==> src/rtl/block_hits_if.sv <==
`default_nettype none
// ----------------------------------------------------------------------------
// block_hits_if : ball/board handshake bundle between ball control, block_hits
//                 and the board renderer.   Rev 1.0
// ----------------------------------------------------------------------------
interface block_hits_if;
   logic        frame_tick;
   logic        level_reset;
   logic [10:0] ball_x;
   logic [10:0] ball_y;
   logic [15:0] blocks_out;
   logic        hit;
   logic        bounce_x;
   logic        bounce_y;
   logic [7:0]  score;
   logic        all_cleared;
   logic        busy;

   modport master (
      output frame_tick, level_reset, ball_x, ball_y,
      input  blocks_out, hit, bounce_x, bounce_y, score, all_cleared, busy
   );

   modport slave (
      input  frame_tick, level_reset, ball_x, ball_y,
      output blocks_out, hit, bounce_x, bounce_y, score, all_cleared, busy
   );
endinterface
`default_nettype wire

==> src/rtl/block_hits.sv <==
`default_nettype none
// ----------------------------------------------------------------------------
// block_hits : per-frame sequential brick scan, hit resolve, bounce and score.
//              Option macro: BLOCK_HITS_MULTI_HIT_EN.   Rev 1.0
// ----------------------------------------------------------------------------
module block_hits #(
   parameter int HOR1      = 112,
   parameter int HOR2      = 312,
   parameter int HOR3      = 512,
   parameter int HOR4      = 712,
   parameter int VER1      = 50,
   parameter int VER2      = 130,
   parameter int VER3      = 210,
   parameter int VER4      = 290,
   parameter int B_WIDTH   = 100,
   parameter int B_HEIGHT  = 50,
   parameter int BALL_SIZE = 8
) (
   input  wire logic   pclk,
   input  wire logic   reset,
   block_hits_if.slave bus
);

   typedef enum logic [1:0] {
      ST_IDLE    = 2'd0,
      ST_SCAN    = 2'd1,
      ST_RESOLVE = 2'd2
   } state_t;

   state_t      state_q,   state_d;
   logic [3:0]  idx_q,     idx_d;
   logic [10:0] bx_q,      bx_d;
   logic [10:0] by_q,      by_d;
   logic [15:0] acc_q,     acc_d;
   logic        sel_y_q,   sel_y_d;
   logic [15:0] blocks_q,  blocks_d;
   logic [7:0]  score_q,   score_d;
   logic        hit_q,     hit_d;
   logic        bnc_x_q,   bnc_x_d;
   logic        bnc_y_q,   bnc_y_d;
   logic        cleared_q, cleared_d;

   function automatic logic [11:0] f_hor(input logic [1:0] col);
      case (col)
         2'd0:    return 12'(HOR1);
         2'd1:    return 12'(HOR2);
         2'd2:    return 12'(HOR3);
         default: return 12'(HOR4);
      endcase
   endfunction

   function automatic logic [11:0] f_ver(input logic [1:0] row);
      case (row)
         2'd0:    return 12'(VER1);
         2'd1:    return 12'(VER2);
         2'd2:    return 12'(VER3);
         default: return 12'(VER4);
      endcase
   endfunction

   function automatic logic [4:0] f_popcount(input logic [15:0] v);
      logic [4:0] n;
      n = '0;
      for (int i = 0; i < 16; i++) n = n + {4'd0, v[i]};
      return n;
   endfunction

   // 12-bit arithmetic keeps bx+BALL_SIZE-1 and HOR+B_WIDTH from wrapping
   logic [11:0] w_hor, w_ver, w_bx, w_by, w_cx;
   logic        w_overlap, w_centre_in, w_live;
   logic [15:0] w_onehot;
   logic [8:0]  w_sum;

   assign w_hor       = f_hor(idx_q[1:0]);
   assign w_ver       = f_ver(idx_q[3:2]);
   assign w_bx        = {1'b0, bx_q};
   assign w_by        = {1'b0, by_q};
   assign w_cx        = w_bx + 12'(BALL_SIZE / 2);
   assign w_overlap   = (w_bx + 12'(BALL_SIZE - 1) >= w_hor) &&
                        (w_bx <= w_hor + 12'(B_WIDTH)) &&
                        (w_by + 12'(BALL_SIZE - 1) >= w_ver) &&
                        (w_by <= w_ver + 12'(B_HEIGHT));
   assign w_centre_in = (w_cx >= w_hor) && (w_cx <= w_hor + 12'(B_WIDTH));
   assign w_live      = ~blocks_q[idx_q];
   assign w_onehot    = 16'd1 << idx_q;
   assign w_sum       = {1'b0, score_q} + {4'd0, f_popcount(acc_q)};

   always_comb begin
      state_d   = state_q;
      idx_d     = idx_q;
      bx_d      = bx_q;
      by_d      = by_q;
      acc_d     = acc_q;
      sel_y_d   = sel_y_q;
      blocks_d  = blocks_q;
      score_d   = score_q;
      hit_d     = 1'b0;
      bnc_x_d   = 1'b0;
      bnc_y_d   = 1'b0;
      cleared_d = (blocks_q == 16'hFFFF);

      if (bus.level_reset) begin
         state_d   = ST_IDLE;
         blocks_d  = '0;
         cleared_d = 1'b0;
      end else begin
         case (state_q)
            ST_IDLE: begin
               if (bus.frame_tick) begin
                  bx_d    = bus.ball_x;
                  by_d    = bus.ball_y;
                  idx_d   = 4'd0;
                  acc_d   = '0;
                  sel_y_d = 1'b0;
                  state_d = ST_SCAN;
               end
            end
            ST_SCAN: begin
               // bounce direction is decided by the first (lowest-index) hit
               if (w_overlap && w_live) begin
`ifdef BLOCK_HITS_MULTI_HIT_EN
                  acc_d = acc_q | w_onehot;
                  if (acc_q == '0) sel_y_d = w_centre_in;
`else
                  if (acc_q == '0) begin
                     acc_d   = w_onehot;
                     sel_y_d = w_centre_in;
                  end
`endif
               end
               idx_d = idx_q + 4'd1;
               if (idx_q == 4'd15) state_d = ST_RESOLVE;
            end
            ST_RESOLVE: begin
               if (acc_q != '0) begin
                  blocks_d = blocks_q | acc_q;
                  score_d  = w_sum[8] ? 8'hFF : w_sum[7:0];
                  hit_d    = 1'b1;
                  bnc_y_d  = sel_y_q;
                  bnc_x_d  = ~sel_y_q;
               end
               state_d = ST_IDLE;
            end
            default: state_d = ST_IDLE;
         endcase
      end
   end

   always_ff @(posedge pclk or negedge reset) begin
      if (!reset) begin
         state_q   <= ST_IDLE;
         idx_q     <= '0;
         bx_q      <= '0;
         by_q      <= '0;
         acc_q     <= '0;
         sel_y_q   <= 1'b0;
         blocks_q  <= '0;
         score_q   <= '0;
         hit_q     <= 1'b0;
         bnc_x_q   <= 1'b0;
         bnc_y_q   <= 1'b0;
         cleared_q <= 1'b0;
      end else begin
         state_q   <= state_d;
         idx_q     <= idx_d;
         bx_q      <= bx_d;
         by_q      <= by_d;
         acc_q     <= acc_d;
         sel_y_q   <= sel_y_d;
         blocks_q  <= blocks_d;
         score_q   <= score_d;
         hit_q     <= hit_d;
         bnc_x_q   <= bnc_x_d;
         bnc_y_q   <= bnc_y_d;
         cleared_q <= cleared_d;
      end
   end

   assign bus.blocks_out  = blocks_q;
   assign bus.score       = score_q;
   assign bus.hit         = hit_q;
   assign bus.bounce_x    = bnc_x_q;
   assign bus.bounce_y    = bnc_y_q;
   assign bus.all_cleared = cleared_q;
   assign bus.busy        = (state_q != ST_IDLE);

endmodule
`default_nettype wire

==> src/flat_wrapper.sv <==
// flat-port wrapper written by rule: the top's interface ports become plain ports
module block_hits_flat 
#(
   parameter int HOR1      = 112,
   parameter int HOR2      = 312,
   parameter int HOR3      = 512,
   parameter int HOR4      = 712,
   parameter int VER1      = 50,
   parameter int VER2      = 130,
   parameter int VER3      = 210,
   parameter int VER4      = 290,
   parameter int B_WIDTH   = 100,
   parameter int B_HEIGHT  = 50,
   parameter int BALL_SIZE = 8
)
  (pclk, reset, bus_frame_tick, bus_level_reset, bus_ball_x, bus_ball_y, bus_blocks_out, bus_hit, bus_bounce_x, bus_bounce_y, bus_score, bus_all_cleared, bus_busy);
  block_hits_if bus_i ();
  input  wire logic pclk;
  input  wire logic reset;
  input wire logic [$bits(bus_i.frame_tick)-1:0] bus_frame_tick;
  input wire logic [$bits(bus_i.level_reset)-1:0] bus_level_reset;
  input wire logic [$bits(bus_i.ball_x)-1:0] bus_ball_x;
  input wire logic [$bits(bus_i.ball_y)-1:0] bus_ball_y;
  output wire logic [$bits(bus_i.blocks_out)-1:0] bus_blocks_out;
  output wire logic [$bits(bus_i.hit)-1:0] bus_hit;
  output wire logic [$bits(bus_i.bounce_x)-1:0] bus_bounce_x;
  output wire logic [$bits(bus_i.bounce_y)-1:0] bus_bounce_y;
  output wire logic [$bits(bus_i.score)-1:0] bus_score;
  output wire logic [$bits(bus_i.all_cleared)-1:0] bus_all_cleared;
  output wire logic [$bits(bus_i.busy)-1:0] bus_busy;
  assign bus_i.frame_tick = bus_frame_tick;
  assign bus_i.level_reset = bus_level_reset;
  assign bus_i.ball_x = bus_ball_x;
  assign bus_i.ball_y = bus_ball_y;
  assign bus_blocks_out = bus_i.blocks_out;
  assign bus_hit = bus_i.hit;
  assign bus_bounce_x = bus_i.bounce_x;
  assign bus_bounce_y = bus_i.bounce_y;
  assign bus_score = bus_i.score;
  assign bus_all_cleared = bus_i.all_cleared;
  assign bus_busy = bus_i.busy;
  block_hits #(.HOR1(HOR1), .HOR2(HOR2), .HOR3(HOR3), .HOR4(HOR4), .VER1(VER1), .VER2(VER2), .VER3(VER3), .VER4(VER4), .B_WIDTH(B_WIDTH), .B_HEIGHT(B_HEIGHT), .BALL_SIZE(BALL_SIZE)) u_core (.pclk(pclk), .reset(reset), .bus(bus_i));
endmodule
==> config.mk <==
export PLATFORM = sky130hd
export DESIGN_NAME = block_hits_flat
export DESIGN_NICKNAME = d
export VERILOG_FILES = /design/src/rtl/block_hits_if.sv /design/src/rtl/block_hits.sv /design/src/flat_wrapper.sv
export SDC_FILE = /design/constraint.sdc
export NUM_CORES = 1
export LEC_CHECK = 0
export BUFFER_PORTS_ARGS = -buffer_cell sky130_fd_sc_hd__buf_2
export CAP_MARGIN = 20
export CORE_MARGIN = 3
export CORE_UTILIZATION = 30
export CTS_CLUSTER_DIAMETER = 40
export DETAILED_ROUTE_END_ITERATION = 10
export GPL_TIMING_DRIVEN = 1
export SYNTH_ARGS = -nofsm -noshare
export SYNTH_HDL_FRONTEND = slang
export SYNTH_SLANG_ARGS = --single-unit
==> constraint.sdc <==
create_clock -name pclk -period 13.3 [get_ports pclk]
set_input_delay 1.33 -clock pclk [delete_from_list [all_inputs] [get_ports pclk]]
set_output_delay 1.33 -clock pclk [all_outputs]
set_load 0.05 [all_outputs]
# --- Word-level counts from Yosys, hierarchy flattened ---
# Cells that the tools add are included.
classes:
  eq_ne: 13
  n_lt_le_gt_ge: 7
  n_mux: 32
  n_addsub: 22
  shifts: 1
  n_reduce_logical: 20
  bitwise: 4
op_table:
  columns: ["cell", "n"]
  rows:
  - ["two-way mux 16 bit", 6]
  - ["adder 5 x 1 -> 5 bit", 14]
  - ["adder 11 x 3 -> 12 bit, second input constant", 3]
  - ["case mux 16 bit (2 select lines)", 1]
  - ["case mux 10 bit (3 select lines)", 1]
  - ["case mux 9 bit (3 select lines)", 1]
  - ["greater-or-equal comparator 12 x 10 -> 1 bit", 2]
  - ["<= comparator 11 x 12 -> 1 bit", 2]
  - ["equality test 16 bit, second input constant", 1]
  - ["zero test 16 bit", 1]
  - ["bitwise OR 16 bit", 1]
  - ["nonzero test 16 bit", 1]
  - ["left shift 1 x 4 -> 16 bit, first input constant", 1]
  - ["two-way mux 1 bit", 14]
  - ["greater-or-equal comparator 12 x 9 -> 1 bit", 1]
  - ["<= comparator 12 bit", 1]
  - ["adder 10 x 7 -> 11 bit, second input constant", 1]
  - ["adder 9 x 6 -> 10 bit, second input constant", 1]
  - ["adder 8 x 5 -> 9 bit", 1]
  - ["AND reduction 3 bit", 3]
  - ["two-way mux 8 bit", 1]
  - ["case mux 4 bit (2 select lines)", 1]
  - ["nonzero test 2 bit", 4]
  - ["equality test 2 x 1 -> 1 bit, second input constant", 3]
  - ["other kinds (19)", 33]
word_totals:
  in_bits: 26
  output_inout_bits: 29
  register_bits: 73
  word_cells: 111

# --- Longest topological paths before layout ---
depth:
  ltp_word: 17
  depth_mapped: 21

# --- Worst setup path before layout ---
# OpenSTA, ideal clock, no wires.
synth_path:
  path_kind: "register to register"
  start: "register u_core.acc_q[0]"
  end: "register u_core.score_q[7], in the netlist u_core.bus.score[7]"
  arrival_ns: 4.934
  setup_slack_ns: 8.241
  period_less_slack_ns: 5.059
  setup_ns: 0.125
  stages_incl_launch_ff: 19
  required_ns: 13.175
  path_buffers: 0
  path_cell_list: "dfrtp_1 -> inv_1 -> ha_1 -> inv_1 -> fa_1 -> fa_1 -> fa_1 -> fa_1 -> fa_1 -> fa_1 -> xnor2_1 -> ha_1 -> nor2b_1 -> o21a_1 -> o21ai_0 -> nand2_1 -> nand4_1 -> o21ai_0 -> mux2_2"
synth_between:
  elab_chain_cells: 17
synth_lines:
  columns: ["element", "line_no", "rtl"]
  rows:
  - ["from (decl)", "block_hits.sv:34", "logic [15:0] acc_q, acc_d;"]
  - ["from (signal assigned)", "block_hits.sv:155", "acc_q <= '0;"]
  - ["from (signal assigned)", "block_hits.sv:168", "acc_q <= acc_d;"]
  - ["adder 1 x 1 -> 2 bit", "block_hits.sv:64", "for (int i = 0; i < 16; i++) n = n + {4'd0, v[i]};"]
  - ["adder 5 x 1 -> 5 bit (14 in a row)", "block_hits.sv:64", null]
  - ["adder 8 x 5 -> 9 bit", "block_hits.sv:86", "assign w_sum = {1'b0, score_q} + {4'd0, f_popcount(acc_q)};"]
  - ["two-way mux 8 bit", "block_hits.sv:137", "score_d = w_sum[8] ? 8'hFF : w_sum[7:0];"]
  - ["to (signal assigned)", "block_hits.sv:171", "score_q <= score_d;"]
  - ["to (decl)", "block_hits.sv:37", "logic [7:0] score_q, score_d;"]
# Several ways; a longest one is shown, not always the timed one.
# A chain may end at the register's enable or synchronous reset.

# --- Worst setup path after layout ---
# Same ends and word-level chain as after synthesis.

==> impl_metrics.csv <==
group,metric,value,unit
finish,drive_above_1_share,13.1,%
setup_path,crit_arrival,5510,ps
synthesis,yosysTopAreaCell,"dfrtp_1",
route,wl_per_cell,15.2,um
synthesis,yosys_warnings,0,
sta,hold_viol_final,0,
synthesis,netlist_area,5280,um^2
route,finalWirelength,12.9,mm
cts,cts_sinks,73,
run,max-cap-violations,0,
power,p_sw,0.254,mW
cts,worstSkewPairLatency,340,ps
worst_hold_path,holdCritPathClass,"reg2reg",
sta,final.min_clock_period,5280,ps
synthesis,yosysUniqueCellTypes,53,
route,via_per_inst,4.93,
synthesis,ys_ff_latch,73,
floorplan,io_pins,55,
route,ant_nets,0,
sta,hold_ws,428,ps
power,p_per_area,120,nW/um^2
cts,tritoncts,"done",
route,vias,4204,
cts,hold_buffers,0,
placed_design,portBuffers,54,
power,p_leak,2.92,nW
grt,grt_overflow,0,
power,pwr-share-seq,37.4,%
power,combPwrFrac,28.1,%
setup_path,cp_max_fo,7,
grt,grt_pass1_vias,4272,
sta,rsz0062_at_grt,"no",
synthesis,synth_common_cells,"81 x nand2_1, 73 x dfrtp_1, 71 x ha_1",
synthesis,netlist_instances,580,
sta,tightest_slew,965,ps
synthesis,synth_top_area_share,34.6,%
route,drc,0,
finish,syn2layout_area_growth,14.8,%
sta,slew-limit-headroom,35.7,%
cts,ctsResizeCount,0,
synthesis,syn_avg_cell_area,9.11,um^2
floorplan,row_count,47,
finish,final_nets,736,
run_status,outcome,"complete, no violations",
floorplan,coreArea,16900,um^2
cts,clockBufferDepth,2,
route,dr.pass1.iters,4,
setup_path,crit_type,"reg2reg",
synthesis,ys_seq_area_share,34.6,%
cts,clk_pin_slew,60,ps
synthesis,ys.flop_type,"dfrtp_1",
setup_path,critPathRequiredTime,13530,ps
power,p_clk_share,34.5,%
synthesis,synthTopCellsByArea,"dfrtp_1 35%, ha_1 17%, nand2_1 5.8%, fa_1 4.5%, inv_1 3.7%",
synthesis,synth_edf_count,0,
grt,gr-usage-all-layers,14.2,%
cts,ctsHtreeMaxLevel,3,
grt,grt_max_degree,74,
setup_path,end_kind,"register",
floorplan,die_h,139,um
grt,grt_pass1_wl,22.3,mm
power,worst_ir_drop_vdd,0.0000619,V
setup_path,crit_path_start_kind,"register",
cts,cts_setup_buffers,0,
sta,period_share,39.7,%
placed_design,gp_congestion,0.844,
synthesis,synth.most_common_cell,"nand2_1",
synthesis,syn_nets,689,
floorplan,die_x,139,um
finish,n_antenna_cell,0,
synthesis,async_flop_share,100,%
cts,cts_buffers,9,
grt,antenna_found_initial,0,
power,internal-power,0.472,mW
sta,drv_slew,0,
cts,clockRootBuffer,"clkbuf_16",
floorplan,start_util,31.2,%
sta,finalSetupViolCount,0,
placed_design,dp_hpwl,9.59,mm
finish,finish.utilization,35.8,%
floorplan,die_area,19200,um^2
sta,finClkSkew,8.45,ps
sta,max_clock_freq,189,MHz
sta,fin_setup_tns,0,ps
power,netSwitchingFraction,35.0,%
route,drt_iter0_markers,241,
==> flip-flops by register name, indices dropped and copies added, names as in the netlist <==
| name | count |
|---|---|
| u_core.acc_q | 16 |
| u_core.bus.all_cleared | 1 |
| u_core.bus.blocks_out | 16 |
| u_core.bus.bounce_x | 1 |
| u_core.bus.bounce_y | 1 |
| u_core.bus.hit | 1 |
| u_core.bus.score | 8 |
| u_core.bx_q | 11 |
| u_core.by_q | 11 |
| u_core.idx_q | 4 |
| u_core.sel_y_q | 1 |
| u_core.state_q | 2 |
==> cell type report <==
cell class,instances,area (um^2)
fill,1741,10900
multi-input combinational,436,3190
sequential,73,1830
timing repair buffer,55,280
tap,220,275
clock buffer,9,225
inverter,52,195
clock inverter,7,77.6
==> power groups by stage <==
stage                     clock network [mW]  registers, mW  logic (mW)
final                                  0.251          0.271       0.204
after global routing                   0.269          0.275       0.241
after CTS                              0.259          0.271       0.207
after detailed placement                   0          0.275       0.205
after global placement                     0          0.275       0.203
after floorplan                            0          0.263       0.157
==> cell usage in the layout, fill, tap and decap left out, types with 3 or more instances in the layout <==
cell type   n
inv_1      52
and4b_1     3
inv_6       3
o21ai_0    31
o21a_1      4
mux4_2      3
clkbuf_16   9
ha_1       71
mux2i_1     5
a31oi_1     7
xnor2_1    17
buf_2      53
or3_1       3
nand4_1    13
dfrtp_1    73
a22o_1     11
nor4b_1     3
nand3_1    17
nor2_1     45
and3_1      3
nand2_1    81
nor3_1      9
o31ai_1     3
a211oi_1    3
xor2_1      9
nor2b_1     6
nand2b_1    3
nor4_1      8
a21o_1      5
a21oi_1    31
o211ai_1    3
fa_1       12
==> routing by layer <==
metal  part of all wire (%)  up-vias  wire length (um)  global-route usage, %
met1                     48     1992              6250                   19.0
met3                    4.3       17               551                   3.31
met4                    1.9        0               241                   4.69
li1                       -     2114                 -                      -
met5                      0        -                 0                      0
met2                     46       81              5880                   22.7
==> metrics by stage <==
step	area, um^2	std cells	setup WS (ps)	total power, mW
detailed placement	5760	836	8010	0.481
finish	6070	852	8020	0.726
global route	6070	852	7710	0.785
floorplan	5280	580	8240	0.420
CTS	6070	852	8010	0.736
global placement	5760	836	8100	0.478
==> kinds of logic (layout without fill, tap and decap cells) <==
logic type / count (synthesis) / in the layout / synth area share [%]
buf+inv: 71 / 123 / 5.21
mux: 10 / 10 / 2.65
compound gates: 107 / 107 / 12.6
flops: 73 / 73 / 34.6
xor+xnor: 26 / 26 / 4.31
fa+ha+maj: 83 / 83 / 21.4
other cells: 1 / 1 / 0.0710
simple gates: 209 / 209 / 19.2
==> worst max-delay path, cell delays in order, from the launching register on <==
cell and delay, ps:
dfrtp_1 390, inv_1 60, ha_1 280, inv_1 60, fa_1 430, fa_1 490
fa_1 540, fa_1 430, fa_1 410, fa_1 410, xnor2_1 150, ha_1 310
nor2b_1 140, o21a_1 170, o21ai_0 190, nand2_1 100, nand4_1 210, o21ai_0 120
mux2_2 270
==> worst paths after layout <==
check | from | endpoint | slack [ps] | depth (start not counted)
max | u_core.acc_q[0] | u_core.bus.score[7] | 8020 | 18
min | u_core.sel_y_q | u_core.bus.bounce_x | 430 | 1
max reg2reg | u_core.acc_q[0] | u_core.bus.score[7] | 8020 | 18
min reg2reg | u_core.sel_y_q | u_core.bus.bounce_x | 430 | 1
max in group asynchronous | reset | u_core.bus.blocks_out[5] | 11540 | 1
min in group asynchronous | reset | u_core.bus.score[6] | 1130 | 1
Power figures use the tool's default switching activity.
